===== config.mk =====
export PLATFORM = sky130hd
export DESIGN_NAME = cache_stats_collector
export DESIGN_NICKNAME = d
export VERILOG_FILES = /design/src/rtl/cache_stats_pkg.sv /design/src/rtl/cache_stats_sat_counter.sv /design/src/rtl/cache_stats_collector.sv
export SDC_FILE = /design/constraint.sdc
export NUM_CORES = 1
export LEC_CHECK = 0
export CAP_MARGIN = 20
export CORE_MARGIN = 2
export CORE_UTILIZATION = 55
export CTS_CLUSTER_SIZE = 24
export DETAILED_ROUTE_END_ITERATION = 10
export PLACE_DENSITY_LB_ADDON = 0.3
export SYNTH_ARGS = -nofsm -noshare
export SYNTH_HDL_FRONTEND = slang
export SYNTH_HIERARCHICAL = 1
export SYNTH_SLANG_ARGS = --single-unit

===== constraint.sdc =====
create_clock -name clk -period 3 [get_ports clk]
set_input_delay 0.6 -clock clk [delete_from_list [all_inputs] [get_ports clk]]
set_output_delay 0.6 -clock clk [all_outputs]
set_load 0.005 [all_outputs]

===== src/rtl/cache_stats_pkg.sv =====
// Shared types and defaults for the cache statistics collector.
package cache_stats_pkg;

  localparam int CNT_W_DEF  = 32;
  localparam int WINDOW_DEF = 256;
  localparam int WIN_W_DEF  = 16;

  typedef enum logic [1:0] {
    HC_L1   = 2'd0,
    HC_L2   = 2'd1,
    HC_MISS = 2'd2
  } hit_class_e;

  typedef enum logic {
    ST_IDLE = 1'b0,
    ST_RUN  = 1'b1
  } state_e;

  // L1 wins over L2; hit512 only matters when hit256 is low.
  function automatic hit_class_e classify(input logic hit256, input logic hit512);
    if (hit256)      return HC_L1;
    else if (hit512) return HC_L2;
    else             return HC_MISS;
  endfunction

endpackage


===== src/rtl/cache_stats_sat_counter.sv =====
// Saturating up-counter with synchronous clear; sat_o flags an increment
// that was blocked because the counter already holds its maximum value.
module sat_counter #(
  parameter int W = 8
) (
  input  logic         clk,
  input  logic         reset,
  input  logic         clr_i,
  input  logic         inc_i,
  output logic [W-1:0] value_o,
  output logic         sat_o
);

  logic [W-1:0] cnt_q, cnt_d;

  // Next value: clear first, then saturating increment.
  always_comb begin
    cnt_d = cnt_q;
    sat_o = 1'b0;
    if (clr_i) begin
      cnt_d = '0;
    end else if (inc_i) begin
      if (&cnt_q) sat_o = 1'b1;
      else        cnt_d = cnt_q + W'(1);
    end
  end

  // Counter register.
  always_ff @(posedge clk) begin
    if (reset) cnt_q <= '0;
    else       cnt_q <= cnt_d;
  end

  assign value_o = cnt_q;

endmodule


===== src/rtl/cache_stats_collector.sv =====
// Cache access statistics: cumulative saturating counters plus per-window
// snapshots of L1/L2/miss counts, gated by an IDLE/RUN collection FSM.
module cache_stats_collector
  import cache_stats_pkg::*;
#(
  parameter int CNT_W  = CNT_W_DEF,
  parameter int WINDOW = WINDOW_DEF,
  parameter int WIN_W  = WIN_W_DEF
) (
  input  logic             clk,
  input  logic             reset,
  input  logic             enable,
  input  logic             clear,
  input  logic             access_valid,
  input  logic             hit256,
  input  logic             hit512,
  output logic [CNT_W-1:0] l1_hits,
  output logic [CNT_W-1:0] l2_hits,
  output logic [CNT_W-1:0] misses,
  output logic [CNT_W-1:0] accesses,
  output logic [WIN_W-1:0] win_l1_hits,
  output logic [WIN_W-1:0] win_l2_hits,
  output logic [WIN_W-1:0] win_misses,
  output logic             snap_valid,
  output logic             overflow
);

  localparam int IDX_W = (WINDOW > 2) ? $clog2(WINDOW) : 1;
  localparam logic [IDX_W-1:0] LAST_IDX = IDX_W'(WINDOW - 1);

  state_e state_q, state_d;
  logic   running;

  // FSM state register.
  always_ff @(posedge clk) begin
    if (reset) state_q <= ST_IDLE;
    else       state_q <= state_d;
  end

  // FSM next state: follow enable; clear does not affect the state.
  always_comb begin
    state_d = state_q;
    case (state_q)
      ST_IDLE: if (enable)  state_d = ST_RUN;
      ST_RUN:  if (!enable) state_d = ST_IDLE;
      default: state_d = ST_IDLE;
    endcase
  end

  // FSM outputs.
  always_comb begin
    running = 1'b0;
    if (state_q == ST_RUN) running = 1'b1;
  end

  hit_class_e hc;
  logic       count_en, is_l1, is_l2, is_miss;

  assign hc       = classify(hit256, hit512);
  assign count_en = access_valid && running && !clear;
  assign is_l1    = (hc == HC_L1);
  assign is_l2    = (hc == HC_L2);
  assign is_miss  = (hc == HC_MISS);

  logic sat_l1, sat_l2, sat_miss, sat_acc;

  sat_counter #(.W(CNT_W)) u_cnt_l1 (
    .clk(clk), .reset(reset), .clr_i(clear), .inc_i(count_en && is_l1),
    .value_o(l1_hits), .sat_o(sat_l1)
  );
  sat_counter #(.W(CNT_W)) u_cnt_l2 (
    .clk(clk), .reset(reset), .clr_i(clear), .inc_i(count_en && is_l2),
    .value_o(l2_hits), .sat_o(sat_l2)
  );
  sat_counter #(.W(CNT_W)) u_cnt_miss (
    .clk(clk), .reset(reset), .clr_i(clear), .inc_i(count_en && is_miss),
    .value_o(misses), .sat_o(sat_miss)
  );
  sat_counter #(.W(CNT_W)) u_cnt_acc (
    .clk(clk), .reset(reset), .clr_i(clear), .inc_i(count_en),
    .value_o(accesses), .sat_o(sat_acc)
  );

  logic [IDX_W-1:0] idx_q, idx_d;
  logic [WIN_W-1:0] wl1_q, wl1_d, wl2_q, wl2_d, wmiss_q, wmiss_d;
  logic [WIN_W-1:0] snl1_q, snl1_d, snl2_q, snl2_d, snmiss_q, snmiss_d;
  logic [WIN_W-1:0] wl1_inc, wl2_inc, wmiss_inc;
  logic             snap_q, snap_d;
  logic             ovf_q, ovf_d;

  assign wl1_inc   = wl1_q   + WIN_W'(is_l1);
  assign wl2_inc   = wl2_q   + WIN_W'(is_l2);
  assign wmiss_inc = wmiss_q + WIN_W'(is_miss);

  // Window accumulation, snapshot on the last access of a window, sticky overflow.
  always_comb begin
    idx_d    = idx_q;
    wl1_d    = wl1_q;
    wl2_d    = wl2_q;
    wmiss_d  = wmiss_q;
    snl1_d   = snl1_q;
    snl2_d   = snl2_q;
    snmiss_d = snmiss_q;
    snap_d   = 1'b0;
    ovf_d    = ovf_q | sat_l1 | sat_l2 | sat_miss | sat_acc;
    if (clear) begin
      idx_d    = '0;
      wl1_d    = '0;
      wl2_d    = '0;
      wmiss_d  = '0;
      snl1_d   = '0;
      snl2_d   = '0;
      snmiss_d = '0;
      ovf_d    = 1'b0;
    end else if (count_en) begin
      if (idx_q == LAST_IDX) begin
        snl1_d   = wl1_inc;
        snl2_d   = wl2_inc;
        snmiss_d = wmiss_inc;
        snap_d   = 1'b1;
        idx_d    = '0;
        wl1_d    = '0;
        wl2_d    = '0;
        wmiss_d  = '0;
      end else begin
        idx_d    = idx_q + IDX_W'(1);
        wl1_d    = wl1_inc;
        wl2_d    = wl2_inc;
        wmiss_d  = wmiss_inc;
      end
    end
  end

  // Window and snapshot registers.
  always_ff @(posedge clk) begin
    if (reset) begin
      idx_q    <= '0;
      wl1_q    <= '0;
      wl2_q    <= '0;
      wmiss_q  <= '0;
      snl1_q   <= '0;
      snl2_q   <= '0;
      snmiss_q <= '0;
      snap_q   <= 1'b0;
      ovf_q    <= 1'b0;
    end else begin
      idx_q    <= idx_d;
      wl1_q    <= wl1_d;
      wl2_q    <= wl2_d;
      wmiss_q  <= wmiss_d;
      snl1_q   <= snl1_d;
      snl2_q   <= snl2_d;
      snmiss_q <= snmiss_d;
      snap_q   <= snap_d;
      ovf_q    <= ovf_d;
    end
  end

  assign win_l1_hits = snl1_q;
  assign win_l2_hits = snl2_q;
  assign win_misses  = snmiss_q;
  assign snap_valid  = snap_q;
  assign overflow    = ovf_q;

endmodule


### Word-level counts from Yosys, hierarchy flattened

Cells that the tools add are included.

* register bits: 235
* bits of input ports: 7
* output and inout bits: 178
* logic and storage cells: 73

* add/subtract/negate cells: 8
* equality and inequality tests: 3
* muxes and demuxes: 21
* bitwise logic cells: 9
* reduce and logical (&&, ||, !) cells: 18

Operator list (number)
* 32-bit by 1-bit adder with 32-bit output, second input constant: 4
* 32-bit AND reduction: 4
* 16-bit by 1-bit adder with 16-bit output: 3
* 16-bit 2-to-1 mux: 3
* 1-bit 2-to-1 mux: 15
* 2-bit AND reduction: 5
* 8-bit by 1-bit adder with 8-bit output, second input constant: 1
* 8-bit == test, second input constant: 1
* 8-bit 2-to-1 mux: 1
* 1-bit logical AND: 5
* 1-bit NOT: 5
* 2-bit 2-to-1 mux: 2
* 1-bit bitwise OR: 4
* 3-bit OR reduction: 1
* 2-bit by 1-bit == test with 1-bit output, second input constant: 1
* 2-bit == test, second input constant: 1
* 2-bit zero test: 1
* 2-bit OR reduction: 1
* 1-bit zero test: 1

### Longest topological paths before layout

* depth after elaboration: 10
* mapped depth: 10
* gate-level depth less buffers: 8

### Hierarchy

Netlist, hierarchy kept.

Modules (own cells, without submodules)
* sat_counter: times used 4, cells an instance 204, area an instance 1721.7 um2, sequential area each 640.6 um2
* cache_stats_collector: times used 1, cells an instance 579, area an instance 5054.8 um2, sequential area each 2142.1 um2

### Worst setup path after synthesis

No wires, ideal clock.

* path kind: input to register
* start point: input port clear
* end point: register u_cnt_l1.cnt_q[23], in the netlist u_cnt_l1/value_o[23]
* setup time: 70 ps
* data arrival time: 2551 ps
* required time: 2930 ps
* setup slack: 378 ps
* stages: 10
* buffers on the path: 2
* cell sequence: nand3b_4 inv_1 clkbuf_1 and2_1 and3_1 nor2b_1 nand2_1 buf_6 or4_1 a21oi_1

* cells in the longest elaborated chain, start to end: 4
* elaborated cells between the ends (all ways): 5
* those cells by class: reduce/logical: 5

RTL lines
* start, declared: line cache_stats_collector.sv:13 `input logic clear,`
* 1-bit zero test: line cache_stats_collector.sv:60 `assign count_en = access_valid && running && !clear;`
* 1-bit logical AND: line cache_stats_collector.sv:60
* via count_en: line cache_stats_collector.sv:57 `logic count_en, is_l1, is_l2, is_miss;`
* 1-bit logical AND: line cache_stats_collector.sv:68 `.clk(clk), .reset(reset), .clr_i(clear), .inc_i(count_en && is_l1),`
* 2-bit AND reduction (no source line)
* end signal, assigned: line cache_stats_sat_counter.sv:31 `else cnt_q <= cnt_d;`
* end, declared: line cache_stats_sat_counter.sv:14 `logic [W-1:0] cnt_q, cnt_d;`

The timed path passes the listed nets, and every way through them passes these cells.
A chain may end at the register's enable or synchronous reset.

### Worst setup path after layout

* start point: input port clear
* end point: register u_cnt_miss.cnt_q[23], in the netlist u_cnt_miss/value_o[23]

* cells in the longest elaborated chain, start to end: 4
* elaborated cells between the ends (all ways): 5
* those cells by class: reduce/logical: 5

RTL lines
* 1-bit zero test: line cache_stats_collector.sv:60
* 1-bit logical AND: line cache_stats_collector.sv:60
* 1-bit logical AND: line cache_stats_collector.sv:76 `.clk(clk), .reset(reset), .clr_i(clear), .inc_i(count_en && is_miss),`
* 2-bit AND reduction (no source line)
* end signal, assigned: line cache_stats_sat_counter.sv:31
* end, declared: line cache_stats_sat_counter.sv:14

Several ways; a longest one is shown, not always the timed one.

==> flow_metrics.py <==
metrics = {
    "outcome": {
        "outcome": "finished, final reports clean",
    },
    "clocking": {
        "cts_tree": "built",
        "cts_root_buffer": "clkbuf_16",
        "clk_pin_slew_worst_paths_ns": 0.06,
        "post_cts_resized": 0,
        "numCtsBuffers": 27,
        "holdBufCountCts": 0,
        "worstSkewPairLatency_ns": 0.52,
        "postCtsSetupBuffers": 0,
        "cts_buffer_depth": 3,
        "cts_num_sinks": 235,
        "ctsHtreeMaxLevel": 1,
    },
    "layout": {
        "fillers": 1667,
        "area_growth_pct": 24.9,
        "fin_area_um2": 14900,
        "diodes": 0,
        "drive_gt1_share_pct": 9.94,
        "final_util_pct": 70.5,
        "fin_nets": 1581,
    },
    "critical_path": {
        "r2r-start": "u_cnt_acc/value_o[16]",
        "cp_num_cells": 9,
        "crit_start": "clear",
        "max_stage_delay_ns": 0.54,
        "path_class": "in2reg",
        "reg2reg_depth": 5,
        "worstPathArrival_ns": 3.03,
        "crit_slowest_cell": "or4_1",
        "crit_path_cell_trace": "clkdlybuf4s50_1, nand3b_4, nor3_1, buf_4, and3_1, nor2b_1, nand2_1, or4_1, a21oi_1",
        "cp-start-kind": "primary input",
        "critPathBufInv": 2,
        "r2r_setup_slack_ns": 0.63,
        "cp_top_family": "simple AND/OR/NAND/NOR gates",
        "cp.required_ns": 3.45,
        "critPathMaxFanout": 10,
        "reg2reg_to": "u_cnt_acc/value_o[16]",
        "cp-end-kind": "flop",
    },
    "grt": {
        "track_usage_pct": 26.7,
        "grt_pass1_wl_mm": 51.0,
        "grt-ovfl-total": 0,
        "grt_max_degree": 68,
        "grt_pass1_vias": 10400,
        "antenna_found_initial": 0,
    },
    "power": {
        "intPower_w": 0.00522,
        "pwr-share-comb_pct": 2.2,
        "pwr-share-clk_pct": 50.6,
        "p_leak_nw": 4.78,
        "power_density_nw_per_um2": 444,
        "sw_frac_of_total_pct": 21.1,
        "pwr-share-seq_pct": 47.2,
        "power.switching_w": 0.00140,
        "ir_drop_mv": 0.324,
    },
    "logic_synthesis": {
        "avgSynthCellArea_um2": 8.56,
        "synth_top_area_cell": "dfxtp_1",
        "ys_types": 54,
        "synth-seq-cells": 235,
        "synth_area_leaders": "dfxtp_1 (39%), a21oi_1 (6.7%), nand2_1 (4.0%)",
        "yosysSeqAreaShare_pct": 39.4,
        "synthCells": 1395,
        "yosysWarnings": 6,
        "synth_ff_type": "dfxtp_1",
        "synth_area_um2": 11900,
        "ys_async_sr_fraction_pct": 0,
        "synth.top_cell.area_share_pct": 39.4,
        "synth_nets": 1414,
        "synth_edf_count": 0,
    },
    "min_path": {
        "hp-start": "win_l2_hits[0]",
        "hold_depth": 2,
        "min_path_type": "reg2reg",
        "min_to": "win_l2_hits[0]",
    },
    "route": {
        "postRouteAntennaNets": 0,
        "vias": 11500,
        "drt-total-wl_mm": 31.5,
        "firstDrtPassIters": 7,
        "post_drt_wl_per_cell_um": 17.0,
        "drtIter0Drc": 762,
        "vias_per_cell": 6.21,
        "drc": 0,
    },
    "die": {
        "die_x_um": 151,
        "initial_core_util_pct": 56.4,
        "io_pins": 185,
        "core-area_um2": 21200,
        "die_area_um2": 22900,
        "dieHeight_um": 151,
        "row_count": 53,
    },
    "timing": {
        "maxSlewViolCount": 0,
        "layout_setup_ws_ns": 0.419,
        "worst_pin_slew_ns": 0.870,
        "max_clock_freq_mhz": 387,
        "setup_viol": 0,
        "clock_skew_ns": 0.00967,
        "period_needed_ns": 2.58,
        "hold_violations": 0,
        "relSlewSlack_pct": 41.8,
        "finalCritPeriodShare_pct": 86.0,
        "rsz0062_at_grt": "no",
    },
    "placement": {
        "io_buffers": 184,
        "dp_hpwl_mm": 21.9,
        "pre_cts_ws_ns": -0.000785,
        "place_area_um2": 14000,
        "gp_congestion": 0.895,
    },
    "job": {
        "drv_cap": 0,
    },
}
## flip-flops by register name, indices dropped and copies added (netlist names)
| register | flops |
|---|---|
| overflow | 1 |
| wmiss_q | 16 |
| idx_q | 8 |
| state_q | 1 |
| u_cnt_acc/value_o | 32 |
| u_cnt_l1/value_o | 32 |
| win_l1_hits | 16 |
| wl2_q | 16 |
| wl1_q | 16 |
| u_cnt_miss/value_o | 32 |
| win_l2_hits | 16 |
| win_misses | 16 |
| snap_valid | 1 |
| u_cnt_l2/value_o | 32 |
## per-layer routing
layer  track usage (%)  part of all wire, %  vias up
met1              36.9                   44     5479
met5                 0                    0        -
li1                  -                    -     5594
met2              43.8                   47      395
met3              3.28                  6.4       52
met4              7.76                  2.1        0
## Yosys cell counts (all sizes together), types with 19 or more instances
library cell,number
a21oi,162
a31oi,45
and3,21
buf,49
clkbuf,35
dfxtp,235
inv,19
nand2,128
nand2b,20
nand3,65
nand4,54
nor2,73
nor3,36
nor4,27
o21ai,78
o31ai,56
or3,57
or4,53
xnor2,36
xor2,21
## worst register-to-register path, stage by stage, from the launching register on
cell and delay (ns):
dfxtp_1 0.49, and4_1 0.44, nand3_1 0.26, nor2_1 0.73
o21ai_0 0.23, a21oi_1 0.16
## power by group through the flow
stage | Sequential, W | Combinational (W) | Clock (W)
2_1_floorplan | 0.00319 | 0.0000828 | 0
3_3_place_gp | 0.00319 | 0.000142 | 0
3_5_place_dp | 0.00319 | 0.000144 | 0
4_1_cts | 0.00312 | 0.000145 | 0.00339
5_1_grt | 0.00312 | 0.000158 | 0.00355
6_report | 0.00312 | 0.000145 | 0.00334
## how the worst max path moves through the flow
stage	end	slack, ns
floorplan	u_cnt_l1/value_o[23]	0.38
CTS	u_cnt_miss/value_o[23]	0.50
finish	u_cnt_miss/value_o[23]	0.42
global placement	u_cnt_miss/value_o[23]	0.11
global route	u_cnt_l2/value_o[23]	0.39
detailed placement	u_cnt_miss/value_o[23]	-0.0008
## cell families after synthesis
family                   synth area share, %
XOR/XNOR                                4.18
multiplexers                           0.838
adder cells (fa/ha/maj)                 1.26
AO/OA/AOI/OAI                           20.6
AND/OR/NAND/NOR                         29.5
buffers and inverters                   4.29
flip-flops                              39.4
## per-stage QoR
stage | hold slack [ns] | std cells | power [W] | TNS [ns]
after floorplan | 0.451 | 1395 | 0.00328 | 0
after global placement | 0.448 | 1808 | 0.00333 | 0
after detailed placement | 0.456 | 1808 | 0.00334 | -0.000785
after CTS | 0.465 | 1855 | 0.00666 | 0
after global routing | 0.493 | 1855 | 0.00683 | 0
final | 0.465 | 1855 | 0.00661 | 0
## cell usage in the layout, fill, tap and decap left out, drive strengths merged, types with 54 or more instances in the layout
master,n
nand2,128
a21oi,162
o21ai,78
nand3,65
nand4,54
or3,57
clkdlybuf4s50,184
nor2,73
dfxtp,235
o31ai,56
## layout make-up
class                      count  area [um^2]  share of cell area (%)
clock inverter                 9          128                   0.856
tap                          275          344                    2.31
sequential                   235         4700                    31.6
clock buffer                  38          777                    5.21
timing repair buffer         222         2150                    14.4
multi-input combinational   1057         6730                    45.2
inverter                      19         71.3                   0.478
No activity file was read; power rests on OpenSTA's default activity.
